$ cat config.mk
export PLATFORM = sky130hd
export DESIGN_NAME = riscv_test_monitor_flat
export DESIGN_NICKNAME = d
export VERILOG_FILES = /design/src/rtl/riscv_test_pkg.sv /design/src/rtl/riscv_test_monitor_if.sv /design/src/rtl/sat_counter.sv /design/src/rtl/riscv_test_monitor.sv /design/src/flat_wrapper.sv
export SDC_FILE = /design/constraint.sdc
export NUM_CORES = 1
export LEC_CHECK = 0
export CAP_MARGIN = 15
export CORE_MARGIN = 4
export CORE_UTILIZATION = 48
export DETAILED_ROUTE_END_ITERATION = 16
export GPL_ROUTABILITY_DRIVEN = 0
export PLACE_DENSITY = 0.75
export SLEW_MARGIN = 30
export SYNTH_ARGS = -nofsm -noshare
export SYNTH_HDL_FRONTEND = slang
export SYNTH_SLANG_ARGS = --single-unit
$ cat constraint.sdc
create_clock -name clk -period 4.2 [get_ports clk]
set_clock_uncertainty 0.1 [all_clocks]
set_input_delay 0.42 -clock clk [delete_from_list [all_inputs] [get_ports clk]]
set_output_delay 0.42 -clock clk [all_outputs]
set_load 0.05 [all_outputs]
$ cat src/rtl/riscv_test_pkg.sv
// Shared types and constants for the riscv-tests pass/fail monitor.
package riscv_test_pkg;

  typedef enum logic [2:0] {
    StRun     = 3'd0,
    StSettle  = 3'd1,
    StPass    = 3'd2,
    StFail    = 3'd3,
    StTimeout = 3'd4
  } state_e;

  localparam int unsigned DefaultDoneReg = 26;
  localparam int unsigned DefaultPassReg = 27;
  localparam int unsigned DefaultTnumReg = 3;
  localparam int unsigned TEST_PASS_VAL  = 1;

  // Shadows may only change while the test is still running or settling.
  function automatic logic is_active(input state_e s);
    return (s == StRun) || (s == StSettle);
  endfunction

endpackage

$ cat src/rtl/riscv_test_monitor_if.sv
// Register-file snoop inputs and verdict outputs of the test monitor.
interface riscv_test_monitor_if #(
  parameter int unsigned XLEN  = 32,
  parameter int unsigned CNT_W = 32
);
  logic             clear_i;
  logic             we_i;
  logic [4:0]       waddr_i;
  logic [XLEN-1:0]  wdata_i;
  logic             done_o;
  logic             pass_o;
  logic             fail_o;
  logic             timeout_o;
  logic [XLEN-1:0]  test_num_o;
  logic [CNT_W-1:0] cycles_o;

  modport master (
    output clear_i, we_i, waddr_i, wdata_i,
    input  done_o, pass_o, fail_o, timeout_o, test_num_o, cycles_o
  );

  modport slave (
    input  clear_i, we_i, waddr_i, wdata_i,
    output done_o, pass_o, fail_o, timeout_o, test_num_o, cycles_o
  );
endinterface

$ cat src/rtl/sat_counter.sv
// Up-counter with synchronous clear and enable that sticks at all-ones.
module sat_counter #(
  parameter int unsigned Width = 8
) (
  input  logic             clk,
  input  logic             rst,
  input  logic             clr_i,
  input  logic             en_i,
  output logic [Width-1:0] cnt_o
);
  logic [Width-1:0] cnt_q, cnt_d;

  always_comb begin
    cnt_d = cnt_q;
    if (clr_i) begin
      cnt_d = '0;
    end else if (en_i && (cnt_q != '1)) begin
      cnt_d = cnt_q + Width'(1);
    end
  end

  always_ff @(posedge clk or posedge rst) begin
    if (rst) begin
      cnt_q <= '0;
    end else begin
      cnt_q <= cnt_d;
    end
  end

  assign cnt_o = cnt_q;
endmodule

$ cat src/rtl/riscv_test_monitor.sv
// Snoops register-file writes of a riscv-tests program and latches a sticky
// PASS/FAIL/TIMEOUT verdict after a settle window following the done write.
module riscv_test_monitor
  import riscv_test_pkg::*;
#(
  parameter int unsigned XLEN           = 32,
  parameter int unsigned DONE_REG       = DefaultDoneReg,
  parameter int unsigned PASS_REG       = DefaultPassReg,
  parameter int unsigned TNUM_REG       = DefaultTnumReg,
  parameter int unsigned SETTLE_CYCLES  = 10,
  parameter int unsigned TIMEOUT_CYCLES = 100000,
  parameter int unsigned CNT_W          = 32
) (
  input logic                 clk,
  input logic                 rst,
  riscv_test_monitor_if.slave mon
);
  localparam int unsigned SetW = $clog2(SETTLE_CYCLES) + 1;
  localparam logic [SetW-1:0] SettleLast = SetW'(SETTLE_CYCLES - 1);
  localparam logic [CNT_W-1:0] TimeoutLast =
      CNT_W'((TIMEOUT_CYCLES == 0) ? 0 : TIMEOUT_CYCLES - 1);

  state_e           state_q, state_d;
  logic [CNT_W-1:0] cyc;
  logic [CNT_W-1:0] cycles_q;
  logic [SetW-1:0]  set_cnt;
  logic [XLEN-1:0]  pass_sh, tnum_sh;
  logic             wr_ok, done_wr, pass_wr, tnum_wr;
  logic             settle_last, tmo_hit, pass_ok;

  // x0 is hard-wired zero on the CPU, so writes to it never reach a shadow.
  assign wr_ok   = mon.we_i && (mon.waddr_i != 5'd0);
  assign done_wr = wr_ok && (mon.waddr_i == 5'(DONE_REG)) &&
                   (mon.wdata_i == XLEN'(TEST_PASS_VAL));
  assign pass_wr = wr_ok && (mon.waddr_i == 5'(PASS_REG));
  assign tnum_wr = wr_ok && (mon.waddr_i == 5'(TNUM_REG));

  assign settle_last = (set_cnt == SettleLast);
  assign tmo_hit     = (TIMEOUT_CYCLES != 0) && (cyc == TimeoutLast);
  assign pass_ok     = (pass_sh == XLEN'(TEST_PASS_VAL));

  sat_counter #(
    .Width (CNT_W)
  ) u_cyc_cnt (
    .clk   (clk),
    .rst   (rst),
    .clr_i (mon.clear_i),
    .en_i  (state_q == StRun),
    .cnt_o (cyc)
  );

  // Held at zero outside SETTLE so every settle window starts from 0.
  sat_counter #(
    .Width (SetW)
  ) u_set_cnt (
    .clk   (clk),
    .rst   (rst),
    .clr_i (mon.clear_i || (state_q != StSettle)),
    .en_i  (state_q == StSettle),
    .cnt_o (set_cnt)
  );

  always_comb begin
    state_d = state_q;
    case (state_q)
      StRun: begin
        if (done_wr) begin
          state_d = StSettle;
        end else if (tmo_hit) begin
          state_d = StTimeout;
        end
      end
      StSettle: begin
        if (settle_last) begin
          state_d = pass_ok ? StPass : StFail;
        end
      end
      default: state_d = state_q;
    endcase
    if (mon.clear_i) begin
      state_d = StRun;
    end
  end

  always_ff @(posedge clk or posedge rst) begin
    if (rst) begin
      state_q <= StRun;
    end else begin
      state_q <= state_d;
    end
  end

  // Gate on the next state so a write landing on the verdict edge is dropped.
  always_ff @(posedge clk or posedge rst) begin
    if (rst) begin
      pass_sh <= '0;
      tnum_sh <= '0;
    end else if (mon.clear_i) begin
      pass_sh <= '0;
      tnum_sh <= '0;
    end else if (is_active(state_d)) begin
      if (pass_wr) pass_sh <= mon.wdata_i;
      if (tnum_wr) tnum_sh <= mon.wdata_i;
    end
  end

  always_ff @(posedge clk or posedge rst) begin
    if (rst) begin
      cycles_q <= '0;
    end else if (mon.clear_i) begin
      cycles_q <= '0;
    end else if ((state_q == StRun) && done_wr) begin
      cycles_q <= cyc;
    end
  end

  assign mon.pass_o     = (state_q == StPass);
  assign mon.fail_o     = (state_q == StFail);
  assign mon.timeout_o  = (state_q == StTimeout);
  assign mon.done_o     = (state_q == StPass) || (state_q == StFail) ||
                          (state_q == StTimeout);
  assign mon.test_num_o = tnum_sh;
  assign mon.cycles_o   = cycles_q;
endmodule
$ cat src/flat_wrapper.sv
// flat-port wrapper written by rule: the top's interface ports become plain ports
module riscv_test_monitor_flat import riscv_test_pkg::*;
#(
  parameter int unsigned XLEN           = 32,
  parameter int unsigned DONE_REG       = DefaultDoneReg,
  parameter int unsigned PASS_REG       = DefaultPassReg,
  parameter int unsigned TNUM_REG       = DefaultTnumReg,
  parameter int unsigned SETTLE_CYCLES  = 10,
  parameter int unsigned TIMEOUT_CYCLES = 100000,
  parameter int unsigned CNT_W          = 32
)
  (clk, rst, mon_clear_i, mon_we_i, mon_waddr_i, mon_wdata_i, mon_done_o, mon_pass_o, mon_fail_o, mon_timeout_o, mon_test_num_o, mon_cycles_o);
  riscv_test_monitor_if #(.XLEN(XLEN), .CNT_W(CNT_W)) mon_i ();
  input logic clk;
  input logic rst;
  input wire logic [$bits(mon_i.clear_i)-1:0] mon_clear_i;
  input wire logic [$bits(mon_i.we_i)-1:0] mon_we_i;
  input wire logic [$bits(mon_i.waddr_i)-1:0] mon_waddr_i;
  input wire logic [$bits(mon_i.wdata_i)-1:0] mon_wdata_i;
  output wire logic [$bits(mon_i.done_o)-1:0] mon_done_o;
  output wire logic [$bits(mon_i.pass_o)-1:0] mon_pass_o;
  output wire logic [$bits(mon_i.fail_o)-1:0] mon_fail_o;
  output wire logic [$bits(mon_i.timeout_o)-1:0] mon_timeout_o;
  output wire logic [$bits(mon_i.test_num_o)-1:0] mon_test_num_o;
  output wire logic [$bits(mon_i.cycles_o)-1:0] mon_cycles_o;
  assign mon_i.clear_i = mon_clear_i;
  assign mon_i.we_i = mon_we_i;
  assign mon_i.waddr_i = mon_waddr_i;
  assign mon_i.wdata_i = mon_wdata_i;
  assign mon_done_o = mon_i.done_o;
  assign mon_pass_o = mon_i.pass_o;
  assign mon_fail_o = mon_i.fail_o;
  assign mon_timeout_o = mon_i.timeout_o;
  assign mon_test_num_o = mon_i.test_num_o;
  assign mon_cycles_o = mon_i.cycles_o;
  riscv_test_monitor #(.XLEN(XLEN), .DONE_REG(DONE_REG), .PASS_REG(PASS_REG), .TNUM_REG(TNUM_REG), .SETTLE_CYCLES(SETTLE_CYCLES), .TIMEOUT_CYCLES(TIMEOUT_CYCLES), .CNT_W(CNT_W)) u_core (.clk(clk), .rst(rst), .mon(mon_i));
endmodule
# == Word level (Yosys, flattened, before mapping) ==
# Cells that the tools add are included.
# word_totals
wordCells,64
regBits,136
input_bits,41
output_inout_bits,68
# classes
n_eq_ne,15
n_reduce_logical,23
n_addsub,2
n_mux,18
# ops
operator,count
$mux 32,10
$eq 32x1->1 const B,2
$add 32x1->32 const B,1
$eq 32x17->1 const B,1
$ne 32x32->1 const B,1
$mux 3,4
$reduce_bool 2->1,6
$eq 5x5->1 const B,2
$mux 5,2
$logic_and 1x1->1,8
$eq 3x1->1 const B,2
$eq 3x2->1 const B,2
$logic_not 3->1,2
$pmux 3 s2,1
$add 5x1->5 const B,1
$eq 5x2->1 const B,1
$eq 5x4->1 const B,1
$ne 5x5->1 const B,1
$reduce_bool 5->1,1
$logic_or 1x1->1,4
$reduce_and 2->1,2
$eq 3x3->1 const B,1
$ne 3x1->1 const B,1
$mux 1,1

# == Longest topological paths before layout ==
# depth
ltp_word,11
mapped_depth,9
mapped_depth_nobuf,7

# == By module ==
# From an unflattened synthesis, not the netlist that was laid out.
# unflattened
hier_cells,589
area_unflattened_um2,6456.2
# by_module_without_submodules
module,cells_each,seq_area_each_um2,area_per_inst_um2,n_inst
riscv_test_monitor,377,2477.4,4454.3,1
sat_counter (u_core.u_cyc_cnt),186,800.8,1740.4,1
sat_counter (u_core.u_set_cnt),26,125.1,261.5,1

# == Worst setup path before layout ==
# No wires, ideal clock.
# synth_timing
kind,in2reg
start,input port mon_wdata_i[7]
end,"register u_core.cycles_q[10], in the netlist u_core.mon.cycles_o[10]"
required_time_ns,3.968
stages,6
setup_time_ns,0.132
path_buffers,1
t_arrival_ns,2.371
setup_slack_ns,1.597
path_cell_list,or4_1 -> or4_4 -> nor4_4 -> buf_6 -> mux2i_1 -> nor2_1
# synth_between
elab_chain_len,4
# synth_lines
item,line_no,source
from (decl),flat_wrapper.sv:19,input wire logic [$bits(mon_i.wdata_i)-1:0] mon_wdata_i;
$eq 32x1->1,riscv_test_monitor.sv:34,(mon.wdata_i == XLEN'(TEST_PASS_VAL));
$logic_and 1x1->1,riscv_test_monitor.sv:33,assign done_wr = wr_ok && (mon.waddr_i == 5'(DONE_REG)) &&
$logic_and 1x1->1,riscv_test_monitor.sv:112,end else if ((state_q == StRun) && done_wr) begin
$reduce_bool 2->1 (no line),n/a,
to (signal assigned),riscv_test_monitor.sv:113,cycles_q <= cyc;
to (decl),riscv_test_monitor.sv:25,logic [CNT_W-1:0] cycles_q;
# No other way between the ends.
# A chain may end at the register's enable or synchronous reset.

# == Worst setup path after layout ==
# layout_timing
start,input port mon_wdata_i[7]
end,"register u_core.tnum_sh[21], in the netlist u_core.mon.test_num_o[21]"
# layout_between
elab_chain_len,9
elab_cells_between_ends,10
cone_classes,2 x eq/ne; 3 x mux; 5 x reduce/logical
# layout_lines
item,line_no,source
$eq 32x1->1 (*),riscv_test_monitor.sv:34,
$logic_and 1x1->1 (*),riscv_test_monitor.sv:33,
$mux 3 (*),riscv_test_monitor.sv:67,if (done_wr) begin
$pmux 3 s2 (*),riscv_test_monitor.sv:65,case (state_q)
$mux 3 (*),riscv_test_monitor.sv:80,if (mon.clear_i) begin
$eq 3x1->1 or $logic_not 3->1 (tied branches),riscv_test_pkg.sv:19,return (s == StRun) || (s == StSettle);
$logic_or 1x1->1 (*),riscv_test_pkg.sv:19,
$reduce_bool 2->1 (no line) (*),n/a,
$reduce_and 2->1 (no line) (*),n/a,
to (signal assigned),riscv_test_monitor.sv:103,if (tnum_wr) tnum_sh <= mon.wdata_i;
to (decl),riscv_test_monitor.sv:27,"logic [XLEN-1:0] pass_sh, tnum_sh;"
# Every way passes the cells marked *; elsewhere a longest branch is shown, timed or not.

==> reports/metrics.csv <==
stage,metric,value,unit
run_status,status,completed,
global_routing,pin count of the biggest net entering global routing,85,
clock_network,cell chosen for the clock root,sky130_fd_sc_hd__clkbuf_16,
global_routing,met1 usage in global routing,0.287,
timing,worst hold margin,0.421,ns
detailed_routing,DR pass1 iterations,5,
synthesis,Ys Warns,0,
synthesis,Post-synth EDFFs,0,
setup_path,critical path launch point type,primary input,
die,die outline height,124,um
synthesis,count of unique library cells instantiated by Yosys,46,
setup_path,flop2flop setup slack,1.30,ns
clock_network,"Gates resized, CTS repair",0,
setup_path,cells along the critical path,clkdlybuf4s50_1 > or4_1 > or4_4 > nor3_2 > o21a_2 > buf_4 > mux2i_1,
setup_path,endpoint class of the critical path,flop,
placed_design,placed wire-length estimate,10.8,mm
pwr,switching power summed over all nets,0.000602,W
clock_network,CTS tree,built,
synthesis,most used flip-flop cell after synthesis,sky130_fd_sc_hd__dfrtp_1,
global_routing,M3 GR Usage,0.0454,
detailed_routing,number of remaining DRC errors,0,
timing,post-route setup TNS,0,ns
detailed_routing,wire length per cell,16.9,um
timing,relative slew slack,0.431,
clock_network,number of clock sinks seen by CTS,136,
clock_network,quantity of hold-fixing buffers added after cts,0,
timing,Tcrit/Tclk final,0.704,
setup_path,biggest fanout along the worst timing path,32,
pwr,power density cells,342,nW/um^2
synthesis,"Avg Cell Area, Syn",10.3,um^2
pwr,power share of the clock group,0.479,
clock_network,number of CTS-inserted buffers,17,
pwr,power share of the sequential group,0.470,
synthesis,sequential area share after synthesis,0.526,
global_routing,wire length of the first global-routing pass,26.0,mm
detailed_routing,"antenna viol nets, final",0,
timing,actual slew at the worst max-slew pin,0.847,ns
clock_network,number of levels in the clock H-tree,4,
timing,setup repair after global routing missed its margin,false,
setup_path,worst setup path class,in -> reg,
setup_path,Crit Reg-Reg Startpoint,u_core.u_cyc_cnt.cnt_o[0],
setup_path,Worst Setup SP,mon_wdata_i[7],
clock_network,"buffers from clock root to sink, at most",2,
die,total die area,15400,um^2
synthesis,Mapped Area,6470,um^2
synthesis,number of nets in the synthesized netlist,673,
setup_path,family with the most delay on the worst path,simple AND/OR/NAND/NOR gates,
synthesis,total of flip-flops plus latches after synthesis,136,
global_routing,antenna violations before repair,0,
synthesis,async set or reset register ratio after synthesis,1.00,
setup_path,number of buffers and inverters on the critical path,2,
global_routing,overflow left after global routing,0,
pwr,Worst VDD drop,263,uV
finish,"commonest cells after routing, fill and taps aside","136 x sky130_fd_sc_hd__dfrtp_1, 115 x sky130_fd_sc_hd__nand2_1, 107 x sky130_fd_sc_hd__clkdlybuf4s50_1, 98 x sky130_fd_sc_hd__mux2i_1, 47 x sky130_fd_sc_hd__nor2_1",
global_routing,global-route usage over all layers,0.213,
job,max-capacitance violation count,0,
clock_network,clock latency reported for the late side of the worst-skew pair,0.41,ns
finish,post-synthesis to final-layout area growth,27.3,%
global_routing,vias in the first global route,5322,
die,count of pins on the block boundary,109,
global_routing,busiest metal layer after global routing,met2,
finish,most frequent standard cell in the layout excluding fill and tap cells,sky130_fd_sc_hd__dfrtp_1,
finish,Filler Cell Count,1090,
global_routing,M2 GR Usage,0.337,
die,Die X,124,um
detailed_routing,total routed wirelength,15.5,mm
die,Initial Utilization,0.488,
setup_path,Worst path max stage delay,0.54,ns
pwr,switching share of power,0.214,
detailed_routing,iteration-0 DRC count of the detailed router,387,
finish,ANT cells,0,
hold_path,worst hold path class,reg -> reg,
die,placement row count,42,
setup_path,capturing instance or port of the critical path,u_core.mon.test_num_o[21],
setup_path,required time reported for the critical path endpoint,4.43,ns
timing,setup violation total in the final timing report,0,
setup_path,CP max-delay cell,sky130_fd_sc_hd__or4_1,
detailed_routing,vias per cell,5.62,
finish,Layout Nets,773,
timing,post-layout minimum cycle time,2.96,ns
timing,highest achievable clock rate,338,MHz
placed_design,total of buffers placed on input and output ports,108,
finish,proportion of layout cells with a drive suffix above 1,0.0635,
timing,number of hold violations in the final report,0,
timing,number of max-slew violations in the final report,0,
setup_path,arrival time at the worst endpoint,3.19,ns
setup_path,critical path depth,7,
detailed_routing,number of vias in the routed layout,5151,
clock_network,Post-CTS Setup Bufs,0,
clock_network,"CTS clk-pin slew, worst paths",0.05,ns
pwr,Comb pwr share,0.051,
setup_path,worst reg-to-reg path cell count,7,
pwr,internal power,0.00222,W
hold_path,startpoint of the worst hold path,u_core.mon.cycles_o[19],
synthesis,Synth Instances,628,
die,standard cell core area,13200,um^2
pwr,Static Leak,3.54,nW
setup_path,Reg2Reg Capture Point,u_core.u_cyc_cnt.cnt_o[1],
## Yosys cell counts (all sizes together), types with 13 or more instances
cell      n  area share
mux2i    98        0.15
buf      15       0.017
nand2   115       0.067
dfrtp   136        0.53
o21ai    17       0.013
clkbuf   22       0.016
nor2     47       0.027
nor4     16       0.018
or3      17       0.017
a21oi    31       0.024
or4      16       0.019
o31ai    13       0.015
## final cells by class
cell class              instances  area, um^2  share of cell area
inverters                       8        36.3             0.00441
multi-input cells             447        2840               0.345
flip-flops and latches        136        3400               0.413
clock inverters                 2        10.0             0.00122
repair buffers                118        1190               0.145
clock buffers                  29         531              0.0644
well taps                     176         220              0.0267
## kinds of logic (layout without fill, tap and decap cells)
logic type | Yosys count | count (layout) | synth area share
fa+ha+maj | 4 | 4 | 0.00774
flops | 136 | 136 | 0.526
mux | 98 | 98 | 0.152
buf+inv | 45 | 157 | 0.0371
simple gates | 270 | 270 | 0.207
compound gates | 70 | 70 | 0.0635
xor+xnor | 5 | 5 | 0.00677
## through the flow
stage	util	cells	cell area [um^2]	total power, W	setup WS [ns]
after floorplan	-	628	6470	0.00142	0.0405
after global placement	0.578	883	7650	0.00149	0.921
after detailed placement	0.581	885	7690	0.00149	0.811
after CTS	0.622	916	8230	0.00284	1.23
after global routing	0.622	916	8240	0.00292	1.10
final	0.622	916	8240	0.00282	1.24
## worst reg2reg max path: cells and delay by family, from the launching register on
family                   cells  cell delay (ns)
AO/OA/AOI/OAI                1             0.79
AND/OR/NAND/NOR              3             0.57
flip-flops                   1             0.46
buffers and inverters        1             0.36
adder cells (fa/ha/maj)      1             0.26
multiplexers                 1             0.22
## flip-flops by register name, summed over array words and instances (netlist names)
signal and flops:
u_core.state_q 3, u_core.u_set_cnt.cnt_o 5, u_core.pass_sh 32, u_core.mon.cycles_o 32, u_core.mon.test_num_o 32, u_core.u_cyc_cnt.cnt_o 32
## power by group through the flow
stage | Sequential (W) | Combinational (W) | Clock [W]
6_report | 0.00133 | 0.000145 | 0.00135
5_1_grt | 0.00133 | 0.000160 | 0.00143
4_1_cts | 0.00132 | 0.000146 | 0.00137
3_5_place_dp | 0.00135 | 0.000145 | 0
3_3_place_gp | 0.00135 | 0.000143 | 0
2_1_floorplan | 0.00135 | 0.0000684 | 0
## worst min path at each step
| stage | endpoint | depth (start not counted) | slack (ns) |
|---|---|---|---|
| floorplan | u_core.u_cyc_cnt.cnt_o[31] | 1 | 0.39 |
| global placement | u_core.mon.cycles_o[9] | 2 | 0.40 |
| detailed placement | u_core.mon.cycles_o[19] | 2 | 0.41 |
| CTS | u_core.mon.cycles_o[19] | 2 | 0.43 |
| global route | u_core.pass_sh[20] | 2 | 0.46 |
| finish | u_core.mon.cycles_o[19] | 2 | 0.42 |
## metal layers
layer / vias up / wire length [um]
li1: 2431 / -
met1: 2565 / 6860
met2: 134 / 7660
met3: 21 / 706
met4: 0 / 278
met5: - / 0
Note: power is estimated with default switching activity, not from simulation.
